$ cat src/rtl/stack_mem_arbiter.sv
// stack_mem_arbiter
//
// Shares one single-port synchronous memory (one-cycle read latency) between the
// instruction-fetch requester and the operand-stack requester. Owns the stack pointer:
// push/pop are turned into memory addresses, and overflow/underflow are detected.
// When both requesters are pending, they take turns in round-robin order.
//
// Ports:
//   clk, rst                  clock (rising edge), asynchronous active-high reset
//   f_req, f_addr             fetch request and address, held until f_gnt
//   f_gnt                     fetch accepted (one-cycle pulse)
//   f_rdata, f_valid          fetched word, two cycles after f_gnt
//   s_push, s_pop, s_wdata    stack request and push data, held until s_gnt
//   s_gnt                     stack request accepted (one-cycle pulse)
//   s_rdata, s_valid          popped word
//   s_full, s_empty           stack occupancy flags
//   s_err                     sticky overflow/underflow/protocol error
//   mem_addr, mem_wdata       memory address and write data
//   mem_we, mem_re            memory write and read strobes
//   mem_rdata                 memory read data, valid the cycle after mem_re

module stack_mem_arbiter #(
  parameter int unsigned ADDR_W      = 5,
  parameter int unsigned DATA_W      = 8,
  parameter int unsigned STACK_BASE  = 31,
  parameter int unsigned STACK_DEPTH = 8
) (
  input  logic              clk,
  input  logic              rst,
  input  logic              f_req,
  input  logic [ADDR_W-1:0] f_addr,
  output logic              f_gnt,
  output logic [DATA_W-1:0] f_rdata,
  output logic              f_valid,
  input  logic              s_push,
  input  logic              s_pop,
  input  logic [DATA_W-1:0] s_wdata,
  output logic              s_gnt,
  output logic [DATA_W-1:0] s_rdata,
  output logic              s_valid,
  output logic              s_full,
  output logic              s_empty,
  output logic              s_err,
  output logic [ADDR_W-1:0] mem_addr,
  output logic [DATA_W-1:0] mem_wdata,
  output logic              mem_we,
  output logic              mem_re,
  input  logic [DATA_W-1:0] mem_rdata
);

  localparam int unsigned CNT_W = $clog2(STACK_DEPTH + 1);

  localparam logic [1:0] IDLE = 2'd0;
  localparam logic [1:0] F_RD = 2'd1;
  localparam logic [1:0] S_RD = 2'd2;

  localparam logic [CNT_W-1:0]  CNT_MAX   = CNT_W'(STACK_DEPTH);
  localparam logic [CNT_W-1:0]  CNT_ONE   = CNT_W'(1);
  localparam logic [ADDR_W-1:0] BASE_ADDR = ADDR_W'(STACK_BASE);

  logic [1:0]        state_q, state_d;
  logic [CNT_W-1:0]  count_q, count_d;
  logic              prio_q, prio_d;
  logic              err_q, err_d;
  logic              f_valid_q, f_valid_d;
  logic [DATA_W-1:0] f_rdata_q, f_rdata_d;
  logic              s_valid_q, s_valid_d;
  logic [DATA_W-1:0] s_rdata_q, s_rdata_d;

  logic              s_req;
  logic              full;
  logic              empty;
  logic [ADDR_W-1:0] push_addr;

  assign s_req = s_push | s_pop;
  assign full  = (count_q == CNT_MAX);
  assign empty = (count_q == '0);

  // Stack grows downward: the next free slot sits at BASE - count, the top of
  // stack one above it. Arithmetic wraps modulo 2^ADDR_W.
  assign push_addr = BASE_ADDR - ADDR_W'(count_q);

  always_comb begin
    state_d   = state_q;
    count_d   = count_q;
    prio_d    = prio_q;
    err_d     = err_q;
    f_valid_d = 1'b0;
    f_rdata_d = f_rdata_q;
    s_valid_d = 1'b0;
    s_rdata_d = s_rdata_q;
    f_gnt     = 1'b0;
    s_gnt     = 1'b0;
    mem_addr  = '0;
    mem_wdata = '0;
    mem_we    = 1'b0;
    mem_re    = 1'b0;

    case (state_q)
      IDLE: begin
        // prio_q == 0 favours fetch when both sides are pending.
        if (f_req && (!s_req || !prio_q)) begin
          f_gnt    = 1'b1;
          mem_re   = 1'b1;
          mem_addr = f_addr;
          prio_d   = 1'b1;
          state_d  = F_RD;
        end else if (s_req) begin
          s_gnt  = 1'b1;
          prio_d = 1'b0;
          if (s_push && s_pop) begin
            err_d = 1'b1;
          end else if (s_push) begin
            if (full) begin
              err_d = 1'b1;
            end else begin
              mem_we    = 1'b1;
              mem_addr  = push_addr;
              mem_wdata = s_wdata;
              count_d   = count_q + CNT_ONE;
            end
          end else begin
            if (empty) begin
              // Underflow still returns a (zero) word so the controller is not left waiting.
              err_d     = 1'b1;
              s_valid_d = 1'b1;
              s_rdata_d = '0;
            end else begin
              mem_re   = 1'b1;
              mem_addr = push_addr + ADDR_W'(1);
              count_d  = count_q - CNT_ONE;
              state_d  = S_RD;
            end
          end
        end
      end
      F_RD: begin
        f_valid_d = 1'b1;
        f_rdata_d = mem_rdata;
        state_d   = IDLE;
      end
      S_RD: begin
        s_valid_d = 1'b1;
        s_rdata_d = mem_rdata;
        state_d   = IDLE;
      end
      default: state_d = IDLE;
    endcase
  end

  always_ff @(posedge clk or posedge rst) begin
    if (rst) begin
      state_q   <= IDLE;
      count_q   <= '0;
      prio_q    <= 1'b0;
      err_q     <= 1'b0;
      f_valid_q <= 1'b0;
      f_rdata_q <= '0;
      s_valid_q <= 1'b0;
      s_rdata_q <= '0;
    end else begin
      state_q   <= state_d;
      count_q   <= count_d;
      prio_q    <= prio_d;
      err_q     <= err_d;
      f_valid_q <= f_valid_d;
      f_rdata_q <= f_rdata_d;
      s_valid_q <= s_valid_d;
      s_rdata_q <= s_rdata_d;
    end
  end

  assign f_valid = f_valid_q;
  assign f_rdata = f_rdata_q;
  assign s_valid = s_valid_q;
  assign s_rdata = s_rdata_q;
  assign s_full  = full;
  assign s_empty = empty;
  assign s_err   = err_q;

endmodule

$ cat config.mk
export PLATFORM = sky130hd
export DESIGN_NAME = stack_mem_arbiter
export DESIGN_NICKNAME = d
export VERILOG_FILES = /design/src/rtl/stack_mem_arbiter.sv
export SDC_FILE = /design/constraint.sdc
export NUM_CORES = 1
export LEC_CHECK = 0
export ABC_AREA = 1
export ABC_CLOCK_PERIOD_IN_PS = 1800
export BUFFER_PORTS_ARGS = -buffer_cell sky130_fd_sc_hd__buf_2
export CORE_MARGIN = 3
export CORE_UTILIZATION = 41
export DETAILED_ROUTE_END_ITERATION = 12
export HOLD_SLACK_MARGIN = 0.15
export PLACE_DENSITY = 0.69
export SYNTH_ARGS = -nofsm -noshare
export SYNTH_HDL_FRONTEND = slang
export SYNTH_SLANG_ARGS = --single-unit
$ cat constraint.sdc
create_clock -name clk -period 1.8 [get_ports clk]
set_clock_uncertainty 0.2 [all_clocks]
set_input_delay 0.09 -clock clk [delete_from_list [all_inputs] [get_ports clk]]
set_output_delay 0.09 -clock clk [all_outputs]
set_load 0.1 [all_outputs]
==> flow_results.xml <==
<?xml version="1.0" encoding="UTF-8"?>
<metrics>
  <group name="timing">
    <metric name="rsz0062_at_grt" unit="">yes</metric>
    <metric name="slew_headroom" unit="%">65.2</metric>
    <metric name="timing_max_transition_violations_final" unit="">0</metric>
    <metric name="final-hold-violation-count" unit="">0</metric>
    <metric name="timing.final.setup_violations" unit="">18</metric>
    <metric name="achievable-frequency" unit="MHz">499</metric>
    <metric name="final_min_period_over_clock_period" unit="%">111</metric>
    <metric name="final.min_clock_period" unit="ns">2.00</metric>
    <metric name="worst-slew-pin-transition" unit="ns">0.526</metric>
    <metric name="setup_slack" unit="ns">-0.204</metric>
  </group>
  <group name="global_routing">
    <metric name="maximum_number_of_pins_on_one_net_before_global_route_repair" unit="">27</metric>
    <metric name="groute.usage.overall" unit="%">22.1</metric>
    <metric name="grt_pass1_wl" unit="mm">7.67</metric>
    <metric name="grt_remaining_overflow" unit="">0</metric>
    <metric name="first_global_vias" unit="">1725</metric>
    <metric name="antenna_found_initial" unit="">0</metric>
  </group>
  <group name="logic_synthesis">
    <metric name="syn-instance-count" unit="">201</metric>
    <metric name="synth_seq_cells" unit="">26</metric>
    <metric name="postSynth.topFlopCell" unit="">sky130_fd_sc_hd__dfrtp_1</metric>
    <metric name="ys_seq_area_share" unit="%">41.6</metric>
    <metric name="synth.top_cells.by_area" unit="">sky130_fd_sc_hd__dfrtp_1, sky130_fd_sc_hd__nand2_1, sky130_fd_sc_hd__nand3_2, sky130_fd_sc_hd__inv_1, sky130_fd_sc_hd__nor2_2</metric>
    <metric name="yosys.area.top_type_share" unit="%">41.6</metric>
    <metric name="synth_area" unit="um2">1560</metric>
    <metric name="post-synth-top-area-cell" unit="">sky130_fd_sc_hd__dfrtp_1</metric>
    <metric name="synth_commonest_cells" unit="">sky130_fd_sc_hd__nand2_1, sky130_fd_sc_hd__dfrtp_1, sky130_fd_sc_hd__inv_1</metric>
    <metric name="post_synth_num_cell_types" unit="">26</metric>
    <metric name="synth.avg_cell_area" unit="um2">7.77</metric>
    <metric name="synth.yosys.warnings" unit="">0</metric>
    <metric name="synthArstFlopShare" unit="%">100</metric>
    <metric name="synth_fp_nets" unit="">231</metric>
    <metric name="synth-edff-count" unit="">0</metric>
    <metric name="synth_most_common_cell" unit="">sky130_fd_sc_hd__nand2_1</metric>
  </group>
  <group name="cells_and_area">
    <metric name="drive_above_1_share" unit="%">54.2</metric>
    <metric name="syn_to_final_growth" unit="%">83.6</metric>
    <metric name="final_cells" unit="">352</metric>
    <metric name="finish.net_count" unit="">337</metric>
    <metric name="num_antenna_cells" unit="">0</metric>
    <metric name="fillCellCount" unit="">194</metric>
  </group>
  <group name="placement">
    <metric name="hpwl" unit="mm">3.15</metric>
    <metric name="post-place-ws" unit="ns">0.0584</metric>
    <metric name="place.gp.congestion" unit="">0.847</metric>
    <metric name="io_buffer_count" unit="">63</metric>
    <metric name="placed_cells" unit="">319</metric>
  </group>
  <group name="routing">
    <metric name="routed_wirelength" unit="mm">5.18</metric>
    <metric name="drt-met1-wl" unit="mm">1.93</metric>
    <metric name="drt_first_iter_violations" unit="">141</metric>
    <metric name="wl_met3" unit="um">289</metric>
    <metric name="met2WireLength" unit="mm">2.79</metric>
    <metric name="final_antenna_net_count" unit="">0</metric>
    <metric name="firstDrtPassIters" unit="">4</metric>
    <metric name="viasPerCell" unit="">4.93</metric>
    <metric name="detailed_route_via_count" unit="">1735</metric>
    <metric name="wire_per_inst" unit="um">14.7</metric>
    <metric name="remaining_drc_errors" unit="">0</metric>
    <metric name="routed.top_layer" unit="">met4</metric>
  </group>
  <group name="cts">
    <metric name="cts_root_buffer" unit="">sky130_fd_sc_hd__clkbuf_8</metric>
    <metric name="clock_sinks" unit="">26</metric>
    <metric name="clk_transition_reported_paths" unit="ns">0.09</metric>
    <metric name="cts_inserted_buffers" unit="">3</metric>
    <metric name="htreeDepth" unit="">1</metric>
    <metric name="source_to_sink_clock_delay_at_the_later_pin_of_the_worst_skew_pair" unit="ns">0.27</metric>
    <metric name="cts.hold.buffers_added" unit="">13</metric>
    <metric name="clock_tree_from_tritoncts" unit="">yes</metric>
    <metric name="cts_max_path_buffers" unit="">2</metric>
  </group>
  <group name="floorplan">
    <metric name="effective_utilization_at_floorplan" unit="%">44.7</metric>
    <metric name="ioPinCount" unit="">64</metric>
    <metric name="row_count" unit="">21</metric>
    <metric name="dieArea" unit="um2">4590</metric>
    <metric name="core_area" unit="um2">3490</metric>
    <metric name="die_span_x" unit="um">67.7</metric>
    <metric name="fp.dieH" unit="um">67.7</metric>
  </group>
  <group name="flow_run">
    <metric name="max_cap_viol_count" unit="">0</metric>
  </group>
  <group name="setup_path">
    <metric name="timing.critical_path.from_type" unit="">register</metric>
    <metric name="critical_path.max_fanout" unit="">2</metric>
    <metric name="worst-endpoint-arrival" unit="ns">1.71</metric>
    <metric name="crit_path_class" unit="">reg -&gt; out</metric>
    <metric name="critPathCaptureType" unit="">primary output</metric>
    <metric name="worstPathRequired" unit="ns">1.51</metric>
  </group>
  <group name="run_status">
    <metric name="run_status" unit="">finished with violations</metric>
    <metric name="violations" unit="">negative setup slack</metric>
  </group>
  <group name="worst_hold_path">
    <metric name="hold_path_class" unit="">in -&gt; reg</metric>
  </group>
</metrics>
sequential cells by signal (all words and copies together), names as in the netlist:
register and count:
f_rdata 8, s_rdata 8, count_q 4, state_q 2, f_valid 1, prio_q 1
s_err 1, s_valid 1
metrics by stage:
stage	TNS (ns)	hold slack (ns)	util (%)	instance area, um2
after global placement	0	-0.0467	70.2	2450
after floorplan	-5.90	-0.0700	-	1730
final	-2.55	0.0371	82.1	2870
after global routing	-4.03	0.0420	82.1	2870
after detailed placement	0	-0.0359	70.2	2450
after CTS	-2.22	0.00495	80.5	2810
worst max-delay path, stage by stage, from the launching register on:
cell	delay, ns
sky130_fd_sc_hd__dfrtp_1	0.37
sky130_fd_sc_hd__inv_2	0.07
sky130_fd_sc_hd__ha_4	0.17
sky130_fd_sc_hd__inv_4	0.06
sky130_fd_sc_hd__nor2_4	0.04
sky130_fd_sc_hd__buf_4	0.14
sky130_fd_sc_hd__nand2_2	0.06
sky130_fd_sc_hd__nand4_1	0.23
sky130_fd_sc_hd__nand2_8	0.13
sky130_fd_sc_hd__buf_12	0.17
logic make-up after synthesis:
kind of cell | share of synthesized area [%]
AOI/OAI and AO/OA | 4.48
buffers and inverters | 8.17
adders and majority gates | 3.68
and+or+nand+nor | 41.5
DFF | 41.6
xor gates and xnor gates | 0.561
worst paths after layout:
| kind | cells past startpoint | slack (ns) | start | to |
|---|---|---|---|---|
| max | 9 | -0.20 | count_q[0] | mem_addr[2] |
| min | 4 | 0.04 | f_req | state_q[1] |
| max reg2reg | 12 | 0.05 | count_q[0] | count_q[0] |
| min reg2reg | 2 | 0.28 | f_rdata[4] | f_rdata[4] |
| max in group asynchronous | 4 | 0.93 | rst | count_q[3] |
| min in group asynchronous | 4 | 0.21 | rst | count_q[1] |
final cells by class:
class / count / area, um2 / area share (%)
multi-input cells: 145 / 1030 / 36.1
repair buffers: 102 / 943 / 32.9
flip-flops and latches: 26 / 652 / 22.7
inverters: 29 / 126 / 4.40
well taps: 46 / 57.6 / 2.01
clock buffers: 4 / 55.1 / 1.92
cells in the final DEF (no fill, tap or decap), drive strengths merged, types with 2 or more instances in the layout:
cell type	netlist	layout
ha	3	3
buf	1	90
nand3	20	20
dfrtp	26	26
nand4	2	2
a21oi	3	3
dlygate4sd3	0	12
nor2	20	20
inv	29	29
nand2	87	87
o21ai	5	5
clkbuf	0	4
per-layer routing:
layer	global-route usage, %	vias up
met4	8.10	0
met3	5.99	17
met1	26.5	813
met5	0	-
li1	-	833
met2	37.5	72
timing repair:
action | CTS | global route
resized for setup | 19 | 10
endpoints found under the setup margin | 15 | 21
pin swaps | 16 | 11
setup buffers | 13 | 4
hold endpoints to repair | 46 | 2
Power is not shown: default switching activity piles up to over one toggle a cycle in this logic, so the estimate is an artifact.
